File: config.mk
export PLATFORM = sky130hd
export DESIGN_NAME = morse_char_rx_buffer
export DESIGN_NICKNAME = d
export VERILOG_FILES = /design/src/rtl/morse_char_rx_buffer.sv
export SDC_FILE = /design/constraint.sdc
export NUM_CORES = 1
export LEC_CHECK = 0
export BUFFER_PORTS_ARGS = -buffer_cell sky130_fd_sc_hd__buf_2
export CAP_MARGIN = 10
export CORE_AREA = 5 5 145 147
export DETAILED_ROUTE_END_ITERATION = 8
export DIE_AREA = 0 0 150 152
export HOLD_SLACK_MARGIN = 0.15
export PLACE_DENSITY = 0.89
export SLEW_MARGIN = 20
export SYNTH_ARGS = -nofsm -noshare
export SYNTH_HDL_FRONTEND = slang
export SYNTH_SLANG_ARGS = --single-unit
File: constraint.sdc
create_clock -name cclk -period 4.5 [get_ports cclk]
set_clock_uncertainty 0.1 [all_clocks]
set_input_delay 0.45 -clock cclk [delete_from_list [all_inputs] [get_ports cclk]]
set_output_delay 0.45 -clock cclk [all_outputs]
set_load 0.005 [all_outputs]
File: src/rtl/morse_char_rx_buffer.sv
// 8N1 serial receiver feeding a 26-slot, two-row text buffer with cursor, backspace, newline and scroll.
// Optional MORSE_RX_UPCASE_EN folds lowercase letters to uppercase before storing.
//
// state  | meaning
// IDLE   | line idle, waiting for a low level on rxs
// START  | timing to mid start bit, rejecting glitches
// DATA   | sampling 8 data bits, LSB first, one per bit time
// STOP   | timing to mid stop bit, checking framing
// COMMIT | applying the received byte to the buffer
module morse_char_rx_buffer #(
    parameter int         CLKS_PER_BIT = 938,
    parameter int         NUM_CHARS    = 26,
    parameter int         ROW_LEN      = 13,
    parameter logic [7:0] BLANK        = 8'h20
) (
    input  logic                   cclk,
    input  logic                   rstb,
    input  logic                   inputCharBit,
    output logic [8*NUM_CHARS-1:0] chars,
    output logic [4:0]             cursor,
    output logic                   byte_stb,
    output logic                   frame_err
);

    typedef enum logic [2:0] {S_IDLE, S_START, S_DATA, S_STOP, S_COMMIT} state_t;

    localparam logic [15:0] HALF_END = 16'(CLKS_PER_BIT / 2 - 1);
    localparam logic [15:0] BIT_END  = 16'(CLKS_PER_BIT - 1);
    localparam logic [4:0]  FULL     = 5'(NUM_CHARS);
    localparam logic [4:0]  ROW2     = 5'(ROW_LEN);

    state_t      r_state, w_next_state;
    logic [1:0]  r_sync;
    logic [15:0] r_cnt;
    logic [2:0]  r_bit_idx;
    logic [7:0]  r_shift;
    logic [4:0]  r_cursor;
    logic        r_byte_stb, r_frame_err;
    logic [7:0]  r_chars [NUM_CHARS];

    logic        w_rxs, w_cnt_clr, w_shift_en, w_ferr, w_printable;
    logic [7:0]  w_byte;

    assign w_rxs = r_sync[1];

`ifdef MORSE_RX_UPCASE_EN
    assign w_byte = (r_shift >= 8'h61 && r_shift <= 8'h7A) ? (r_shift - 8'h20) : r_shift;
`else
    assign w_byte = r_shift;
`endif

    assign w_printable = (w_byte >= 8'h20) && (w_byte <= 8'h7E);

    always_ff @(posedge cclk) begin
        if (!rstb) r_state <= S_IDLE;
        else       r_state <= w_next_state;
    end

    always_comb begin
        w_next_state = r_state;
        w_cnt_clr    = 1'b0;
        w_shift_en   = 1'b0;
        w_ferr       = 1'b0;
        unique case (r_state)
            S_IDLE: begin
                w_cnt_clr = 1'b1;
                if (!w_rxs) w_next_state = S_START;
            end
            S_START: begin
                if (r_cnt == HALF_END) begin
                    w_cnt_clr    = 1'b1;
                    w_next_state = w_rxs ? S_IDLE : S_DATA;
                end
            end
            S_DATA: begin
                if (r_cnt == BIT_END) begin
                    w_cnt_clr  = 1'b1;
                    w_shift_en = 1'b1;
                    if (r_bit_idx == 3'd7) w_next_state = S_STOP;
                end
            end
            S_STOP: begin
                if (r_cnt == BIT_END) begin
                    w_cnt_clr = 1'b1;
                    if (w_rxs) begin
                        w_next_state = S_COMMIT;
                    end else begin
                        w_ferr       = 1'b1;
                        w_next_state = S_IDLE;
                    end
                end
            end
            S_COMMIT: begin
                w_cnt_clr    = 1'b1;
                w_next_state = S_IDLE;
            end
            default: w_next_state = S_IDLE;
        endcase
    end

    always_ff @(posedge cclk) begin
        if (!rstb) begin
            r_sync      <= 2'b11;
            r_cnt       <= '0;
            r_bit_idx   <= '0;
            r_shift     <= '0;
            r_cursor    <= '0;
            r_byte_stb  <= 1'b0;
            r_frame_err <= 1'b0;
            for (int i = 0; i < NUM_CHARS; i++) r_chars[i] <= BLANK;
        end else begin
            r_sync      <= {r_sync[0], inputCharBit};
            r_cnt       <= w_cnt_clr ? 16'd0 : r_cnt + 16'd1;
            r_byte_stb  <= 1'b0;
            r_frame_err <= w_ferr;
            if (r_state == S_START) r_bit_idx <= '0;
            if (w_shift_en) begin
                r_shift   <= {w_rxs, r_shift[7:1]};
                r_bit_idx <= r_bit_idx + 3'd1;
            end
            if (r_state == S_COMMIT) begin
                r_byte_stb <= 1'b1;
                if (w_printable) begin
                    if (r_cursor < FULL) begin
                        r_chars[r_cursor] <= w_byte;
                        r_cursor          <= r_cursor + 5'd1;
                    end else begin
                        // Scroll row 2 up, then the new byte opens row 2 (later NBA wins).
                        for (int i = 0; i < ROW_LEN; i++) r_chars[i] <= r_chars[i+ROW_LEN];
                        for (int i = ROW_LEN; i < NUM_CHARS; i++) r_chars[i] <= BLANK;
                        r_chars[ROW_LEN] <= w_byte;
                        r_cursor         <= ROW2 + 5'd1;
                    end
                end else if (w_byte == 8'h08) begin
                    if (r_cursor != 5'd0) begin
                        r_chars[r_cursor-5'd1] <= BLANK;
                        r_cursor               <= r_cursor - 5'd1;
                    end
                end else if (w_byte == 8'h0A || w_byte == 8'h0D) begin
                    if (r_cursor >= ROW2) begin
                        for (int i = 0; i < ROW_LEN; i++) r_chars[i] <= r_chars[i+ROW_LEN];
                        for (int i = ROW_LEN; i < NUM_CHARS; i++) r_chars[i] <= BLANK;
                    end
                    r_cursor <= ROW2;
                end
            end
        end
    end

    for (genvar g = 0; g < NUM_CHARS; g++) begin : g_flat
        assign chars[8*g+:8] = r_chars[g];
    end

    assign cursor    = r_cursor;
    assign byte_stb  = r_byte_stb;
    assign frame_err = r_frame_err;

endmodule
==> metrics.cfg <==
[layout]
final_cells = 1354
areaGrowthSynthToFinish_pct = 22.2
drive_gt1_share_pct = 28.0
final_nets = 1078
ff_latch_area_mm2 = 0.00703
fillers = 1458
n_antenna_cell = 0
fin_util_pct = 64.9
multiInputGateArea_mm2 = 0.00321

[yosys]
synthAdderAreaFrac_pct = 1.07
yosysUniqueCellTypes = 69
ys_seq_elements = 247
syn_inst = 834
synth_top_family_by_area = simple AND/OR/NAND/NOR gates
synth-compound-area-share_pct = 13.4
syn_area_per_cell_um2 = 12.6
async_reset_ff_share_pct = 0
synth_simple_gate_area_share_pct = 13.9
synth-xor-area-share_pct = 1.17
yosysWarnings = 0
ys_seq_area_share_pct = 66.9
ys.flop_type = edfxtp_1
synthMuxAreaShare_pct = 0.346
synth_edf_count = 208
syn-cell-area_mm2 = 0.0105

[clocking]
cts_sinks = 247
cts_root_buf = clkbuf_16
clockBufferDepth = 3
post_cts_buffers = 0
cts_tree = yes
insertion_delay_ns = 0.53
numCtsBuffers = 24
hold_buffers = 3
clk_pin_slew_worst_paths_ns = 0.06
htree_levels = 1
post_cts_resized = 0

[drt]
vias_per_cell = 6.23
drt-initial-drc-count = 1220
via_count = 8433
wl_um = 33200
ant_nets = 0
dr.pass1.iters = 8
drcViolationCount = 0
wl_per_cell_um = 24.5

[placement]
gp_congestion = 0.923
io_buffers = 217
dp_hpwl_um = 23700
place_inst = 1306

[worst_setup_path]
path_cells = inv_1, ha_1, nor4b_1, nor4_4, o21ai_1, a22oi_1, nand2b_2, o21ai_0
crit_fanout = 23
cp.required_ns = 4.53
max_stage_delay_ns = 0.97
cp_top_family = simple AND/OR/NAND/NOR gates
end_kind = flop
worst-setup-path-type = reg2reg
path_buf_inv = 1
startpoint_type = flop
slowest_stage = o21ai_0
critPathArrivalTime_ns = 4.17

[pwr]
ir_drop_mv = 0.308
p_total_mw = 4.91
leakagePower_nw = 4.76
p_per_area_mw_per_mm2 = 383

[timing]
period_share_pct = 92.0
period_needed_ns = 4.14
fmax_mhz = 242
worst_slew_pin_slew_ns = 1.13
slew_viol_final = 0
fin_tns_setup_ns = 0
hold_slack_ns = 0.317
rsz0062_at_grt = false
timing.final.hold_violations = 0
slew_headroom_pct = 24.2
setup_viol = 0

[die]
die_h_um = 152
io_pins = 218
fp-row-count = 52
dieArea_mm2 = 0.0228
initial_utilization_pct = 53.1
core-area_mm2 = 0.0198
die_width_um = 150

[global_route]
use_met3_pct = 7.89
track_usage_pct = 28.2
busiest_layer = met2
grt_pass1_wl_um = 49200
gr-usage-met2_pct = 45.8
first_global_vias = 8153
gr-total-overflow = 0
grt_max_degree = 44
antenna_found_initial = 1
grtUsageMet1_pct = 35.0

[run_status]
status = completed

[job]
max-cap-violations = 0

[min_path]
hp-class = reg2reg

[path summary, 6_finish.rpt]
kind	end	cells after the start	slack (ns)	start
setup / recovery	r_chars[19][1]	8	0.36	cursor[1]
hold / removal	r_sync[1]	1	0.32	r_sync[0]
hold reg to reg	r_sync[1]	1	0.32	r_sync[0]
setup reg to reg	r_chars[19][1]	8	0.36	cursor[1]
[where the power goes]
part | total [mW] | switching (mW) | internal (mW)
logic | 0.209 | 0.129 | 0.0805
registers | 2.62 | 0.0562 | 2.56
clock network | 2.09 | 0.862 | 1.22
total | 4.91 | 1.05 | 3.87
[cell type report]
type,count,share of cell area [%]
inverters,14,0.410
multi-input cells,525,25.0
repair buffers,254,10.8
well taps,270,2.63
clock inverters,14,1.49
clock buffers,30,4.86
flip-flops and latches,247,54.8
[layer usage]
metal,vias up,part of all wire [%]
met4,2,5.3
met3,151,13
li1,3618,-
met5,-,0.039
met2,674,47
met1,3988,34
[flip-flops by register name (all words and copies together) (netlist names)]
signal	flops
r_sync	2
cursor	5
r_bit_idx	3
r_cnt	16
frame_err	1
byte_stb	1
r_shift	8
r_chars	208
r_state	3
[per-stage QoR]
step,instance area [um^2],setup slack (ns)
2_1_floorplan,10500,1.16
3_3_place_gp,12000,0.674
3_5_place_dp,12000,0.392
4_1_cts,12800,0.324
5_1_grt,12800,0.0918
6_report,12800,0.359
[worst reg2reg max path, cell delays in order (launching register included)]
cell and delay (ns):
dfxtp_1 0.47, inv_1 0.21, ha_1 0.21, nor4b_1 0.70, nor4_4 0.14, o21ai_1 0.17, a22oi_1 0.24, nand2b_2 0.54
o21ai_0 0.98
[synthesized netlist by cell type, types with 3 or more instances]
master | n | share of area [%]
and4_1 | 3 | 0.25
dfxtp_1 | 39 | 7.4
nand2_1 | 64 | 2.3
clkbuf_1 | 37 | 1.3
nor4_1 | 8 | 0.48
and2_1 | 8 | 0.48
o31ai_1 | 6 | 0.43
buf_4 | 6 | 0.43
edfxtp_1 | 208 | 59
o21ai_0 | 32 | 1.5
nand2b_1 | 5 | 0.30
o32a_1 | 7 | 0.67
or3_1 | 5 | 0.30
nand3_1 | 27 | 1.3
a31oi_1 | 6 | 0.36
a21oi_1 | 17 | 0.81
nor2_1 | 111 | 4.0
buf_1 | 3 | 0.11
inv_1 | 13 | 0.46
a2bb2oi_1 | 5 | 0.42
o211ai_1 | 3 | 0.21
a31o_2 | 3 | 0.25
nor3_1 | 12 | 0.57
a211oi_1 | 3 | 0.21
a21o_1 | 6 | 0.43
ha_1 | 9 | 1.1
nand4_1 | 6 | 0.36
a32o_1 | 17 | 1.6
xor2_1 | 8 | 0.67
nor2b_1 | 4 | 0.24
o2bb2ai_1 | 56 | 4.7
buf_2 | 12 | 0.57
xnor2_1 | 6 | 0.50
and3_1 | 32 | 1.9
[cells by family after synthesis]
kind of cell             after synthesis
multiplexers                           3
other                                  1
XOR/XNOR                              14
AO/OA/AOI/OAI                        184
buffers and inverters                 74
adder cells (fa/ha/maj)                9
AND/OR/NAND/NOR                      302
flip-flops                           247
[layout by cell type (no fill, tap or decap), drive strengths merged, types with 3 or more instances in the layout]
cell / count
buf: 251
edfxtp: 208
nor2: 112
nand2: 64
o2bb2ai: 56
dfxtp: 39
o21ai: 34
and3: 32
clkbuf: 30
nand3: 27
a21oi: 17
a32o: 17
inv: 14
conb: 13
nor3: 12
ha: 9
and2: 9
nor4: 9
xor2: 8
clkinv: 8
o32a: 7
a21o: 6
nand4: 6
xnor2: 6
nand2b: 6
a2bb2oi: 6
o31ai: 6
a31oi: 6
or3: 5
nor2b: 4
bufinv: 4
and4: 3
a31o: 3
a211oi: 3
o211ai: 3
dlygate4sd3: 3
or4: 3
or2: 3
(Power assumes the default switching activity.)
